## config.mk

```make
export PLATFORM = sky130hd
export DESIGN_NAME = if_id_fifo
export DESIGN_NICKNAME = d
export VERILOG_FILES = /design/src/rtl/if_id_fifo.sv
export SDC_FILE = /design/constraint.sdc
export NUM_CORES = 1
export LEC_CHECK = 0
export ABC_AREA = 1
export BUFFER_PORTS_ARGS = -buffer_cell sky130_fd_sc_hd__buf_2
export CORE_MARGIN = 2
export CORE_UTILIZATION = 47
export CTS_CLUSTER_DIAMETER = 150
export DETAILED_ROUTE_END_ITERATION = 16
export GPL_TIMING_DRIVEN = 0
export HOLD_SLACK_MARGIN = 0.08
export PLACE_DENSITY = 0.76
export SYNTH_ARGS = -nofsm -noshare
export SYNTH_HDL_FRONTEND = slang
export SYNTH_SLANG_ARGS = --single-unit
export TNS_END_PERCENT = 100
```

## constraint.sdc

```tcl
create_clock -name cpu_clk -period 3.9 [get_ports cpu_clk]
set_input_delay 0.39 -clock cpu_clk [delete_from_list [all_inputs] [get_ports cpu_clk]]
set_output_delay 0.39 -clock cpu_clk [all_outputs]
set_load 0.01 [all_outputs]
```

## src/rtl/if_id_fifo.sv

```systemverilog
// Fetch-to-decode instruction buffer holding (pc, inst) pairs in an explicit-count circular store.
// Latency: an entry pushed at edge N is presented on id_* after that edge; there is no empty bypass.
// Backpressure: if_ready drops at full and depends on registered count only; a flush drops everything.
module if_id_fifo #(
    parameter int          DEPTH    = 2,
    parameter int          PTR_W    = 1,
    parameter logic [31:0] NOP_INST = 32'h0340_0000
) (
    input  logic             cpu_clk,
    input  logic             cpu_rst,
    input  logic             if_valid,
    input  logic [31:0]      if_pc,
    input  logic [31:0]      if_inst,
    output logic             if_ready,
    output logic             id_valid,
    output logic [31:0]      id_pc,
    output logic [31:0]      id_inst,
    input  logic             id_ready,
    input  logic             flush,
    output logic [PTR_W:0]   count
);

    typedef struct packed {
        logic [31:0] pc;
        logic [31:0] inst;
    } entry_t;

    localparam logic [PTR_W:0] FULL_CNT = (PTR_W + 1)'(DEPTH);

    entry_t             mem [DEPTH];
    entry_t             head;
    logic [PTR_W-1:0]   wr_ptr;
    logic [PTR_W-1:0]   rd_ptr;
    logic [PTR_W:0]     cnt_q;
    logic               push;
    logic               pop;

    // Full/empty come from the count register so if_ready never sees id_ready.
    assign if_ready = (cnt_q != FULL_CNT);
    assign id_valid = (cnt_q != '0);
    assign count    = cnt_q;

    assign push = if_valid & if_ready & ~flush;
    assign pop  = id_valid & id_ready & ~flush;

    assign head    = mem[rd_ptr];
    assign id_pc   = id_valid ? head.pc   : 32'h0;
    assign id_inst = id_valid ? head.inst : NOP_INST;

    // Storage has no reset; stale words are masked by id_valid.
    always_ff @(posedge cpu_clk) begin
        if (push) begin
            mem[wr_ptr] <= '{pc: if_pc, inst: if_inst};
        end
    end

    always_ff @(posedge cpu_clk or posedge cpu_rst) begin
        if (cpu_rst) begin
            wr_ptr <= '0;
            rd_ptr <= '0;
            cnt_q  <= '0;
        end else if (flush) begin
            wr_ptr <= '0;
            rd_ptr <= '0;
            cnt_q  <= '0;
        end else begin
            if (push) begin
                wr_ptr <= wr_ptr + PTR_W'(1);
            end
            if (pop) begin
                rd_ptr <= rd_ptr + PTR_W'(1);
            end
            case ({push, pop})
                2'b10:   cnt_q <= cnt_q + (PTR_W + 1)'(1);
                2'b01:   cnt_q <= cnt_q - (PTR_W + 1)'(1);
                default: cnt_q <= cnt_q;
            endcase
        end
    end

endmodule

```

==> impl.org <==
** Status
- The flow ran to the end, and the final reports show no timing, DRC or antenna violations.

** Pwr
- Summed over all cells, the static leakage comes to 0.00290 uW.
- IR analysis of the VDD net gives a maximum drop of 0.000270 V.
- Total power for the finished layout comes to 3320 uW.
- Dividing total power by cell area gives a power density of 470 nW/um^2.

** Synthesis
- For this run, the number of Yosys warnings is 0.
- The average instance in the mapped netlist occupies 13.2 um^2.
- In the synthesized netlist the async set-or-reset flop fraction comes to 3.03%.
- The synthesized design contains 132 register bits.
- Post-Syn Instances :: ~380
- Unique masters post-synth :: 15
- The synthesized design devotes to its leading area cell type 77.0% of total area.
- For this run, the leading register cell type out of synthesis is edfxtp_1.
- Yosys mapped a number of flops with a built-in enable equal to 128.
- Of the synthesized area, sequential elements account for 79.0%.
- The commonest cells after synthesis are nand2_1, edfxtp_1, a21oi_1.
- Most common cell in the synthesized netlist :: nand2_1
- After synthesis, the cell types taking the most area are edfxtp_1, nand2_1, a21oi_1.
- Cell accounting for the most synthesized area :: edfxtp_1
- The mapped netlist covers 4990 um^2.
- When the netlist entered floorplanning its net count stood at 447.

** Worst setup path
- The worst setup path is launched from a flop.
- Reg2reg setup slack :: 1.83 ns
- For the worst flop-to-flop path, the logic depth is 4.
- Source of the worst register-to-register timing path :: count[1]
- STA classifies the critical path endpoint as a primary output.
- Of all nets on the critical path, the largest fanout is 10.
- The endpoint identified for the worst register-to-register timing path is mem[1][60].
- Required time worst endpoint :: 3.51 ns
- Classification of the worst setup path :: flop to primary output
- Worst Path Arrival :: roughly 2.0 ns

** Finish
- Count of nets after finishing :: 671
- The number of antenna diodes in the final layout is 0.
- Cells with a size suffix above 1 make up 30.0% of the layout.
- The area growth from synthesis to layout is 41.7%.
- Post-route design area :: 7070 um^2
- End-of-flow core utilization :: 68.5%

** CTS
- Clock insertion delay at the later pin of the skew report :: between 0.5 and 0.6 ns
- Clock buffers created by TritonCTS :: 17
- Clock-pin slew was measured on the worst setup and hold paths at 0.05 ns.
- Number of instances resized during post-cts repair :: 0
- TritonCTS built the clock tree.
- Root cell of the clock tree :: clkbuf_8
- The H-tree was split into 4 levels.
- Buffers from clock root to sink, at most :: 2
- Clock sink count :: ~130

** Die
- In this run the vertical extent of the chip is 107 um.
- The die covers between 10000 and 15000 um^2.
- Number of rows in the core area :: 37
- Horizontal die dimension :: 107 um
- Core region area :: 10300 um^2
- Once the floorplan was initialized, standard cells occupied about half of the core.
- Number of I/O pins :: 137

** Hold path
- The worst hold path passes through 4 cells.
- The worst hold path terminates at count[0].
- The worst hold path belongs to the class input port to flop.
- Worst Hold Launch :: flush

** Timing
- Hold Violations, Final :: 0
- Min Clock Period, post-route :: 2.36 ns
- Setup repair after global routing missed its margin :: false
- Measured slew at the worst slew-check pin :: 0.675 ns
- The max-slew violation total from the final report is 0.
- Final clock period utilization by the worst path :: 60.4%
- Worst clock skew on the final layout :: 0.00625 ns
- For this run, the top clock speed supported by timing is roughly 0.42 GHz.
- Headroom to the max-slew limit :: 54.9%
- Final-report setup violation count :: 0

** Global routing
- Global routing consumed, over all layers together, 20.2% of the routing resources.
- First-pass GRT wire length :: approximately 18000 um
- In this run the most used layer during global routing was met2.
- Via count of the first global-routing pass :: 3719
- Entering global routing, the biggest net connects 27 pins.
- For met2 alone, demand over resource in global routing was 35.8%.
- Summed over all layers, the global routing overflow is 0.
- The number of antenna violations at the first check in global routing is 0.
- Met1 GRT Util :: 24.0%
- For this run, global-route usage on met3 was measured as 4.68%.

** Placement
- DP HPWL :: around 7000 um
- After detailed placement, the total cell area comes to 5950 um^2.
- The congestion estimate from routability-driven global placement came to approximately 0.74.
- Buffers placed on the I/O ports in this run total 136.

** Detailed routing
- The first detailed-routing pass ran for 6 iterations.
- Post-route antenna net violation count :: 0
- Vias :: roughly 3700
- For this run, design rule violations remaining after detail routing come to 0.
- The first routing iteration left 231 violations.
- Total wire length :: 11300 um
- Routed wire per std cell :: between 15 and 20 um
- Via density per instance :: 4.89

** Flow run
- Number of maximum-capacitance violations :: 0
-- cell families (layout without fill, tap and decap cells) --
| kind of cell | count (synthesis) | in the layout | synth area share [%] |
|---|---|---|---|
| compound gates | 66 | 66 | 6.62 |
| flops | 132 | 132 | 79.0 |
| buf+inv | 28 | 263 | 2.56 |
| simple gates | 152 | 152 | 11.8 |
-- worst max-delay path by stage --
stage               cells after the start          end  slack, ns      from
floorplan                               4    mem[0][0]      -0.04  count[0]
global placement                        5   mem[1][62]      -1.62  if_valid
detailed placement                      6   mem[1][24]       1.76  if_valid
CTS                                     4   id_inst[7]       1.52  count[1]
global route                            4  id_inst[12]       1.42  count[1]
finish                                  4  id_inst[12]       1.54  count[1]
-- layer usage --
| metal | wire (um) | vias to the layer above |
|---|---|---|
| li1 | - | 1779 |
| met1 | 4580 | 1747 |
| met2 | 5980 | 123 |
| met3 | 581 | 16 |
| met4 | 173 | 0 |
| met5 | 0 | - |
-- worst max-delay path, cell delays in order (launching register included) --
cell and delay [ns]:
dfrtp_1 0.46, nor2_2 0.44, buf_2 0.32, a21oi_1 0.09, buf_2 0.15
-- flip-flops by register name (all words and copies together), names as in the netlist --
signal  count
count       2
mem       128
rd_ptr      1
wr_ptr      1
-- per-stage QoR --
stage          setup TNS, ns  std cells  hold slack [ns]  worst slack, ns
3_5_place_dp               0        654            0.289             1.76
3_3_place_gp         -206.53        650            0.283            -1.62
5_1_grt                    0        749            0.237             1.42
2_1_floorplan          -4.89        378            0.156          -0.0382
6_report                   0        749            0.220             1.54
4_1_cts                    0        749            0.192             1.52
-- cell type report --
cell class	count	area, um^2
plain buffers	20	97.6
clock buffers	20	425
clock inverters	10	43.8
fillers	728	3250
inverters	8	30.0
multi-input cells	218	933
flip-flops and latches	132	3940
well taps	136	170
repair buffers	205	1430
-- layout by cell type, fill, tap and decap left out --
| master | instances |
|---|---|
| nand3_1 | 8 |
| nand2_1 | 137 |
| nand2_2 | 1 |
| nor2_1 | 2 |
| dlygate4sd3_1 | 65 |
| nor2_4 | 2 |
| nand4_1 | 1 |
| buf_2 | 154 |
| inv_1 | 6 |
| nor2_2 | 1 |
| dfrtp_1 | 4 |
| clkinv_2 | 2 |
| clkbuf_1 | 5 |
| clkinv_1 | 7 |
| o21ai_0 | 1 |
| clkbuf_8 | 1 |
| o21ai_1 | 1 |
| clkinvlp_4 | 1 |
| inv_2 | 2 |
| buf_16 | 2 |
| a21oi_1 | 64 |
| clkbuf_16 | 16 |
| edfxtp_1 | 128 |
| buf_12 | 2 |
-- where the power goes --
group          switching, uW  internal (uW)
logic                    252            176
clock network            507            751
registers               15.4           1620
-- repair_timing --
item | 4_1_cts | 5_1_grt
hold buffers | 65 | 0
buffers inserted | 0 | 0
endpoints found under the hold margin | 131 | 0
Power figures use the tool's default switching activity.
